`config.mk`:
```
export PLATFORM = sky130hd
export DESIGN_NAME = piso_transmitter_flat
export DESIGN_NICKNAME = d
export VERILOG_FILES = /design/src/rtl/piso_transmitter_pkg.sv /design/src/rtl/piso_transmitter_if.sv /design/src/rtl/piso_transmitter_tx_bit_counter.sv /design/src/rtl/piso_transmitter.sv /design/src/flat_wrapper.sv
export SDC_FILE = /design/constraint.sdc
export NUM_CORES = 1
export LEC_CHECK = 0
export ABC_AREA = 1
export CAP_MARGIN = 20
export CORE_MARGIN = 2
export CORE_UTILIZATION = 50
export CTS_BUF_LIST = sky130_fd_sc_hd__clkbuf_4 sky130_fd_sc_hd__clkbuf_8 sky130_fd_sc_hd__clkbuf_16
export CTS_CLUSTER_SIZE = 10
export DETAILED_ROUTE_END_ITERATION = 8
export GPL_TIMING_DRIVEN = 0
export MAX_ROUTING_LAYER = met4
export PLACE_DENSITY_LB_ADDON = 0.12
export REMOVE_ABC_BUFFERS = 1
export SLEW_MARGIN = 20
export SYNTH_ARGS = -nofsm -noshare
export SYNTH_HDL_FRONTEND = slang
export SYNTH_SLANG_ARGS = --single-unit
```
`constraint.sdc`:
```
create_clock -name clk_tx -period 1.61 [get_ports clk_tx]
set_input_delay 0.483 -clock clk_tx [delete_from_list [all_inputs] [get_ports clk_tx]]
set_output_delay 0.483 -clock clk_tx [all_outputs]
set_load 0.1 [all_outputs]
```
`src/rtl/piso_transmitter_pkg.sv`:
```
// Shared types and constants for the PISO serial transmitter.
// State encoding, idle line level and counter sizing helper.
package piso_transmitter_pkg;

  typedef enum logic [1:0] {
    IDLE   = 2'b00,
    SHIFT  = 2'b01,
    PARITY = 2'b10,
    DONE   = 2'b11
  } tx_state_e;

  localparam logic IDLE_LEVEL = 1'b0;

  function automatic int cnt_width(input int width);
    return $clog2(width + 1);
  endfunction

endpackage

```
`src/rtl/piso_transmitter_if.sv`:
```
// Load handshake and serial line bundle between control logic and the transmitter.
// Master drives data/load; slave returns ready and the registered serial outputs.
interface piso_transmitter_if #(
  parameter int WIDTH = 8
);
  logic [WIDTH-1:0] data_tx;
  logic             load_tx;
  logic             ready_tx;
  logic             serial_tx;
  logic             frame_tx;
  logic             done_tx;

  modport master (
    output data_tx, load_tx,
    input  ready_tx, serial_tx, frame_tx, done_tx
  );

  modport slave (
    input  data_tx, load_tx,
    output ready_tx, serial_tx, frame_tx, done_tx
  );
endinterface

```
`src/rtl/piso_transmitter_tx_bit_counter.sv`:
```
// Bit index counter for the word on the line; clr restarts at 0, en advances by one.
// Single-cycle update, tc is combinational from the count; no backpressure.
module tx_bit_counter
  import piso_transmitter_pkg::*;
#(
  parameter int WIDTH = 8
) (
  input  logic clk_tx,
  input  logic rst_n_tx,
  input  logic clr,
  input  logic en,
  output logic tc
);
  localparam int CW = cnt_width(WIDTH);

  logic [CW-1:0] count;

  always_ff @(posedge clk_tx) begin
    if (!rst_n_tx) begin
      count <= '0;
    end else if (clr) begin
      count <= '0;
    end else if (en) begin
      count <= count + CW'(1);
    end
  end

  assign tc = (count == CW'(WIDTH - 1));

endmodule

```
`src/rtl/piso_transmitter.sv`:
```
// Parallel-in/serial-out transmitter: first bit on the line one edge after load, word period WIDTH+PARITY_EN+1.
// ready_tx is high only in IDLE; loads while busy are dropped, never queued.
module piso_transmitter
  import piso_transmitter_pkg::*;
#(
  parameter int WIDTH     = 8,
  parameter bit MSB_FIRST = 1'b1,
  parameter bit PARITY_EN = 1'b0
) (
  input  logic clk_tx,
  input  logic rst_n_tx,
  piso_transmitter_if.slave link
);
  tx_state_e        state, state_nxt;
  logic [WIDTH-1:0] sreg, sreg_nxt;
  logic             par, par_nxt;
  logic             serial, serial_nxt;
  logic             frame, frame_nxt;
  logic             done, done_nxt;
  logic             ready, ready_nxt;
  logic             cnt_clr, cnt_en, cnt_tc;
  logic             ld_head, sh_head;
  logic [WIDTH-1:0] ld_rest, sh_rest;

  // sreg holds only the bits not yet sent, aligned so the next one sits at the send end
  always_comb begin
    ld_head = MSB_FIRST ? link.data_tx[WIDTH-1] : link.data_tx[0];
    ld_rest = MSB_FIRST ? {link.data_tx[WIDTH-2:0], 1'b0} : {1'b0, link.data_tx[WIDTH-1:1]};
    sh_head = MSB_FIRST ? sreg[WIDTH-1] : sreg[0];
    sh_rest = MSB_FIRST ? {sreg[WIDTH-2:0], 1'b0} : {1'b0, sreg[WIDTH-1:1]};
  end

  always_comb begin
    state_nxt  = state;
    sreg_nxt   = sreg;
    par_nxt    = par;
    serial_nxt = IDLE_LEVEL;
    frame_nxt  = 1'b0;
    done_nxt   = 1'b0;
    cnt_clr    = 1'b0;
    cnt_en     = 1'b0;
    case (state)
      IDLE: begin
        if (link.load_tx) begin
          state_nxt  = SHIFT;
          sreg_nxt   = ld_rest;
          par_nxt    = ld_head;
          serial_nxt = ld_head;
          frame_nxt  = 1'b1;
          cnt_clr    = 1'b1;
        end
      end
      SHIFT: begin
        if (cnt_tc) begin
          if (PARITY_EN) begin
            state_nxt  = PARITY;
            serial_nxt = par;
            frame_nxt  = 1'b1;
          end else begin
            state_nxt = DONE;
            done_nxt  = 1'b1;
          end
        end else begin
          sreg_nxt   = sh_rest;
          par_nxt    = par ^ sh_head;
          serial_nxt = sh_head;
          frame_nxt  = 1'b1;
          cnt_en     = 1'b1;
        end
      end
      PARITY: begin
        state_nxt = DONE;
        done_nxt  = 1'b1;
      end
      DONE:    state_nxt = IDLE;
      default: state_nxt = IDLE;
    endcase
    ready_nxt = (state_nxt == IDLE);
  end

  always_ff @(posedge clk_tx) begin
    if (!rst_n_tx) begin
      state  <= IDLE;
      sreg   <= '0;
      par    <= 1'b0;
      serial <= IDLE_LEVEL;
      frame  <= 1'b0;
      done   <= 1'b0;
      ready  <= 1'b1;
    end else begin
      state  <= state_nxt;
      sreg   <= sreg_nxt;
      par    <= par_nxt;
      serial <= serial_nxt;
      frame  <= frame_nxt;
      done   <= done_nxt;
      ready  <= ready_nxt;
    end
  end

  tx_bit_counter #(
    .WIDTH(WIDTH)
  ) u_cnt (
    .clk_tx  (clk_tx),
    .rst_n_tx(rst_n_tx),
    .clr     (cnt_clr),
    .en      (cnt_en),
    .tc      (cnt_tc)
  );

  assign link.ready_tx  = ready;
  assign link.serial_tx = serial;
  assign link.frame_tx  = frame;
  assign link.done_tx   = done;

endmodule
```
`src/flat_wrapper.sv`:
```
// flat-port wrapper written by rule: the top's interface ports become plain ports
module piso_transmitter_flat import piso_transmitter_pkg::*;
#(
  parameter int WIDTH     = 8,
  parameter bit MSB_FIRST = 1'b1,
  parameter bit PARITY_EN = 1'b0
)
  (clk_tx, rst_n_tx, link_data_tx, link_load_tx, link_ready_tx, link_serial_tx, link_frame_tx, link_done_tx);
  piso_transmitter_if #(.WIDTH(WIDTH)) link_i ();
  input  logic clk_tx;
  input  logic rst_n_tx;
  input wire logic [$bits(link_i.data_tx)-1:0] link_data_tx;
  input wire logic [$bits(link_i.load_tx)-1:0] link_load_tx;
  output wire logic [$bits(link_i.ready_tx)-1:0] link_ready_tx;
  output wire logic [$bits(link_i.serial_tx)-1:0] link_serial_tx;
  output wire logic [$bits(link_i.frame_tx)-1:0] link_frame_tx;
  output wire logic [$bits(link_i.done_tx)-1:0] link_done_tx;
  assign link_i.data_tx = link_data_tx;
  assign link_i.load_tx = link_load_tx;
  assign link_ready_tx = link_i.ready_tx;
  assign link_serial_tx = link_i.serial_tx;
  assign link_frame_tx = link_i.frame_tx;
  assign link_done_tx = link_i.done_tx;
  piso_transmitter #(.WIDTH(WIDTH), .MSB_FIRST(MSB_FIRST), .PARITY_EN(PARITY_EN)) u_core (.clk_tx(clk_tx), .rst_n_tx(rst_n_tx), .link(link_i));
endmodule
```
# Word-level counts from Yosys, hierarchy flattened

Cells that the tools add are included.

Muxes and demuxes: 16
Equality and inequality tests: 6
Reduce and logical (&&, ||, !) cells: 5
Bitwise gates (word level): 1
Add/subtract/negate cells: 1

Operators by type and width:

| operator                                      | number |
|---|---|
| two-way mux 8 bit                             | 2 |
| one-hot mux 8 bit (2 select lines)            | 1 |
| one-hot mux 2 bit (4 select lines)            | 1 |
| two-way mux 1 bit                             | 7 |
| one-hot mux 1 bit (2 select lines)            | 3 |
| adder 4 x 1 -> 4 bit, second input constant   | 1 |
| == test 2 bit, second input constant          | 2 |
| == test 4 x 3 -> 1 bit, second input constant | 1 |
| zero test 2 bit                               | 2 |
| two-way mux 2 bit                             | 2 |
| inequality test 2 bit, second input constant  | 2 |
| AND reduction 3 bit                           | 1 |
| == test 2 x 1 -> 1 bit, second input constant | 1 |
| nonzero test 2 bit                            | 1 |
| OR reduction 2 bit                            | 1 |
| inverter 1 bit                                | 1 |

Logic and storage cells: 36
Output and inout port bits: 4
Bits of input ports: 11
Register bits: 18

# Logic depth before layout (Yosys ltp)

Word-level depth: 4
Depth in mapped cells: 9
Mapped depth without buffers: 8

# Modules after synthesis

From an unflattened synthesis, not the netlist that was laid out.

Cell total of the unflattened synthesis: 128
Area, all modules: 874.6 um2

By module, submodules not included:

| module           | seq. area each (um2) | area each (um2) | cells an instance | times used |
|---|---|---|---|---|
| piso_transmitter | 260.2                | 691.9           | 102               | 1 |
| tx_bit_counter   | 80.1                 | 182.7           | 26                | 1 |

# Worst setup path after synthesis

OpenSTA, ideal clock, no wires.

Kind: register to output
Start: register u_core.done, in the netlist u_core.link.done_tx
End: output port link_done_tx
Setup slack: 0.218 ns
Arrival: 0.909 ns
Stages on the path, launching flop included: 1
Path buffers: 0
Data required time: 1.127 ns
Cell sequence: dfxtp_1

RTL lines:

| what                     | line                   | RTL |
|---|---|---|
| start: declaration       | piso_transmitter.sv:19 | `logic done, done_nxt;` |
| start signal: assignment | piso_transmitter.sv:96 | `done <= done_nxt;` |
| end: declaration         | flat_wrapper.sv:17     | `output wire logic [$bits(link_i.done_tx)-1:0] link_done_tx;` |

No word-level cell between the ends.

# Final worst setup path

Start: register u_core.serial, in the netlist u_core.link.serial_tx
End: output port link_serial_tx

RTL lines:

| what                     | line                   | RTL |
|---|---|---|
| start: declaration       | piso_transmitter.sv:17 | `logic serial, serial_nxt;` |
| start signal: assignment | piso_transmitter.sv:94 | `serial <= serial_nxt;` |
| end: declaration         | flat_wrapper.sv:15     | `output wire logic [$bits(link_i.serial_tx)-1:0] link_serial_tx;` |

No word-level cell between the ends.

==> results.json <==
{
  "die_h_um": 45.3,
  "period_share": 0.936,
  "first_global_vias": 687,
  "port_buffers": 14,
  "seqPwrFrac": 0.474,
  "fin_hold_ws_ns": 0.461,
  "yosys_warnings": 0,
  "grt_start_max_net_pins": 17,
  "ys_seq_area_frac": 0.399,
  "placed_area_sq_um": 972,
  "path_cells": "buf_2",
  "path_clk_slew_ns": 0.10,
  "status": "finished, final reports clean",
  "finalSetupViolCount": 0,
  "required_ns": 1.13,
  "irDropWorstVdd_mv": 0.621,
  "gp_congestion": 0.782,
  "fmax_mhz": 663,
  "syn_inst": 113,
  "path_class": "reg -> out",
  "drive_gt1_frac": 0.117,
  "core_area_sq_um": 1560,
  "fin_crit_ns": 1.51,
  "syn_area_sq_um": 853,
  "dp.cells": 139,
  "layout_common_cells": "nand2_1, dfxtp_1, a21oi_1, nor2_1, clkdlybuf4s50_1",
  "p_per_area_nw_per_um2": 997,
  "die_x_um": 45.3,
  "final_common_cell": "nand2_1",
  "vias": 745,
  "cts-htree-levels": 1,
  "cts_tree": "done",
  "clkLatencyLatePin_ns": 0.29,
  "antenna_cells": 0,
  "maxSlewHeadroom": 0.678,
  "seq_area_sq_um": 340,
  "swShare": 0.325,
  "die_area_sq_um": 2050,
  "p_switching_uw": 330,
  "timing.final.max_slew_violations": 0,
  "cp.arrival_ns": 1.02,
  "clockBufferDepth": 2,
  "grt_pass1_wl_um": 2770,
  "detail-route-antenna-nets": 0,
  "multi_input_area_sq_um": 450,
  "dp_slack_ns": -0.291,
  "cts.sinks": 17,
  "comb_power_share": 0.287,
  "hpwlAfterDp_um": 1110,
  "final_util": 0.652,
  "tightest_slew_ns": 0.487,
  "clkPwrFrac": 0.239,
  "antenna_found_initial": 0,
  "finalNonFillerCells": 144,
  "final_nets": 144,
  "overflow": 0,
  "syn_to_final_growth_pct": 19.2,
  "initialDrtViolationCount": 8,
  "tns_ns": 0,
  "cp_max_fo": 1,
  "cts_hold_buf": 0,
  "cap_violations": 0,
  "routed_wl_um": 1560,
  "clock_skew_ns": 0.00628,
  "fill_cells": 142,
  "fin_ws_ns": 0.102,
  "worst-path-buf-inv": 1,
  "drc": 0,
  "wl_per_cell_um": 10.8,
  "vias_per_cell": 5.17,
  "io_pins": 15,
  "p_int_uw": 684,
  "cp-start-kind": "flop",
  "cts_buffers": 3,
  "power.total_mw": 1.01,
  "start_util": 0.547,
  "avgSynthCellArea_sq_um": 7.55,
  "rsz0062_at_grt": "false",
  "worstSetupEndpointType": "output port",
  "drt_pass1_iterations": 3,
  "num_rows": 14,
  "max_stage_delay_ns": 0.41,
  "grt.total_usage": 0.191,
  "leakagePower_nw": 0.447,
  "yosysUniqueCellTypes": 18,
  "cts.root.buffer_cell": "clkbuf_4",
  "hold_class": "reg -> reg",
  "path_delay_family": "buffers and inverters",
  "final-hold-violation-count": 0,
  "synth-seq-cells": 17,
  "fin_area_sq_um": 1020,
  "crit_slowest_cell": "buf_2"
}
## synth_stat cells, drive strengths merged
| cell type | number | area (sq um) |
|---|---|---|
| nand4 | 6 | 52.6 |
| ha | 4 | 50.1 |
| o21ai | 2 | 10.0 |
| a31oi | 1 | 6.26 |
| inv | 9 | 33.8 |
| nand2 | 33 | 131 |
| or2 | 2 | 12.5 |
| a21oi | 16 | 80.1 |
| dfxtp | 17 | 340 |
| nor2 | 12 | 60.1 |
| clkbuf | 1 | 7.51 |
| buf | 3 | 33.8 |
| nand3 | 7 | 35.0 |
## power groups by stage
stage | logic, mW | clock network, mW | registers [mW]
after floorplan | 0.145 | 0 | 0.543
after global placement | 0.268 | 0 | 0.488
after detailed placement | 0.273 | 0 | 0.489
after CTS | 0.268 | 0.251 | 0.479
after global routing | 0.322 | 0.270 | 0.486
final | 0.291 | 0.242 | 0.481
## worst reg2reg max path: stages (launching register included)
cell,delay [ns]
dfxtp_1,0.39
inv_1,0.11
ha_1,0.26
inv_2,0.11
nor2_4,0.05
nor2_4,0.13
buf_12,0.14
nand4_1,0.08
nand2_1,0.07
nor2_1,0.04
## repair_timing
item	4_1_cts	5_1_grt
resized for setup	21	2
endpoints found under the hold margin	0	0
pin swaps	0	1
setup endpoints to repair	13	10
buffers inserted	0	1
## state kept, by name, indices dropped and copies added (netlist names)
signal / flops
u_core.link.done_tx: 1
u_core.link.frame_tx: 1
u_core.link.ready_tx: 1
u_core.link.serial_tx: 1
u_core.sreg: 7
u_core.state: 2
u_core.u_cnt.count: 4
## kinds of logic after synthesis
kind of cell,Yosys count,synth area share
AND/OR/NAND/NOR,60,0.342
AO/OA/AOI/OAI,19,0.113
flip-flops,17,0.399
buffers and inverters,13,0.0880
adder cells (fa/ha/maj),4,0.0587
## final timing paths
path	startpoint	to	slack, ns	cells after the start
hold / removal	u_core.sreg[7]	u_core.link.serial_tx	0.46	2
setup / recovery	u_core.link.serial_tx	link_serial_tx	0.10	1
hold reg to reg	u_core.sreg[7]	u_core.link.serial_tx	0.46	2
setup reg to reg	u_core.state[1]	u_core.sreg[2]	0.13	9
## routing by layer
| layer | up-vias | track usage | wire length, um |
|---|---|---|---|
| li1 | 403 | - | - |
| met1 | 334 | 0.215 | 708 |
| met2 | 6 | 0.323 | 781 |
| met3 | 2 | 0.0720 | 55 |
| met4 | 0 | 0.0353 | 11 |
| met5 | - | - | 0 |
## final cells by class
cell class / count / share of cell area
multi-input cells: 83 / 0.443
inverters: 9 / 0.0332
repair buffers: 15 / 0.140
flip-flops and latches: 17 / 0.335
well taps: 16 / 0.0197
clock buffers: 4 / 0.0295
Power figures use the tool's default switching activity.
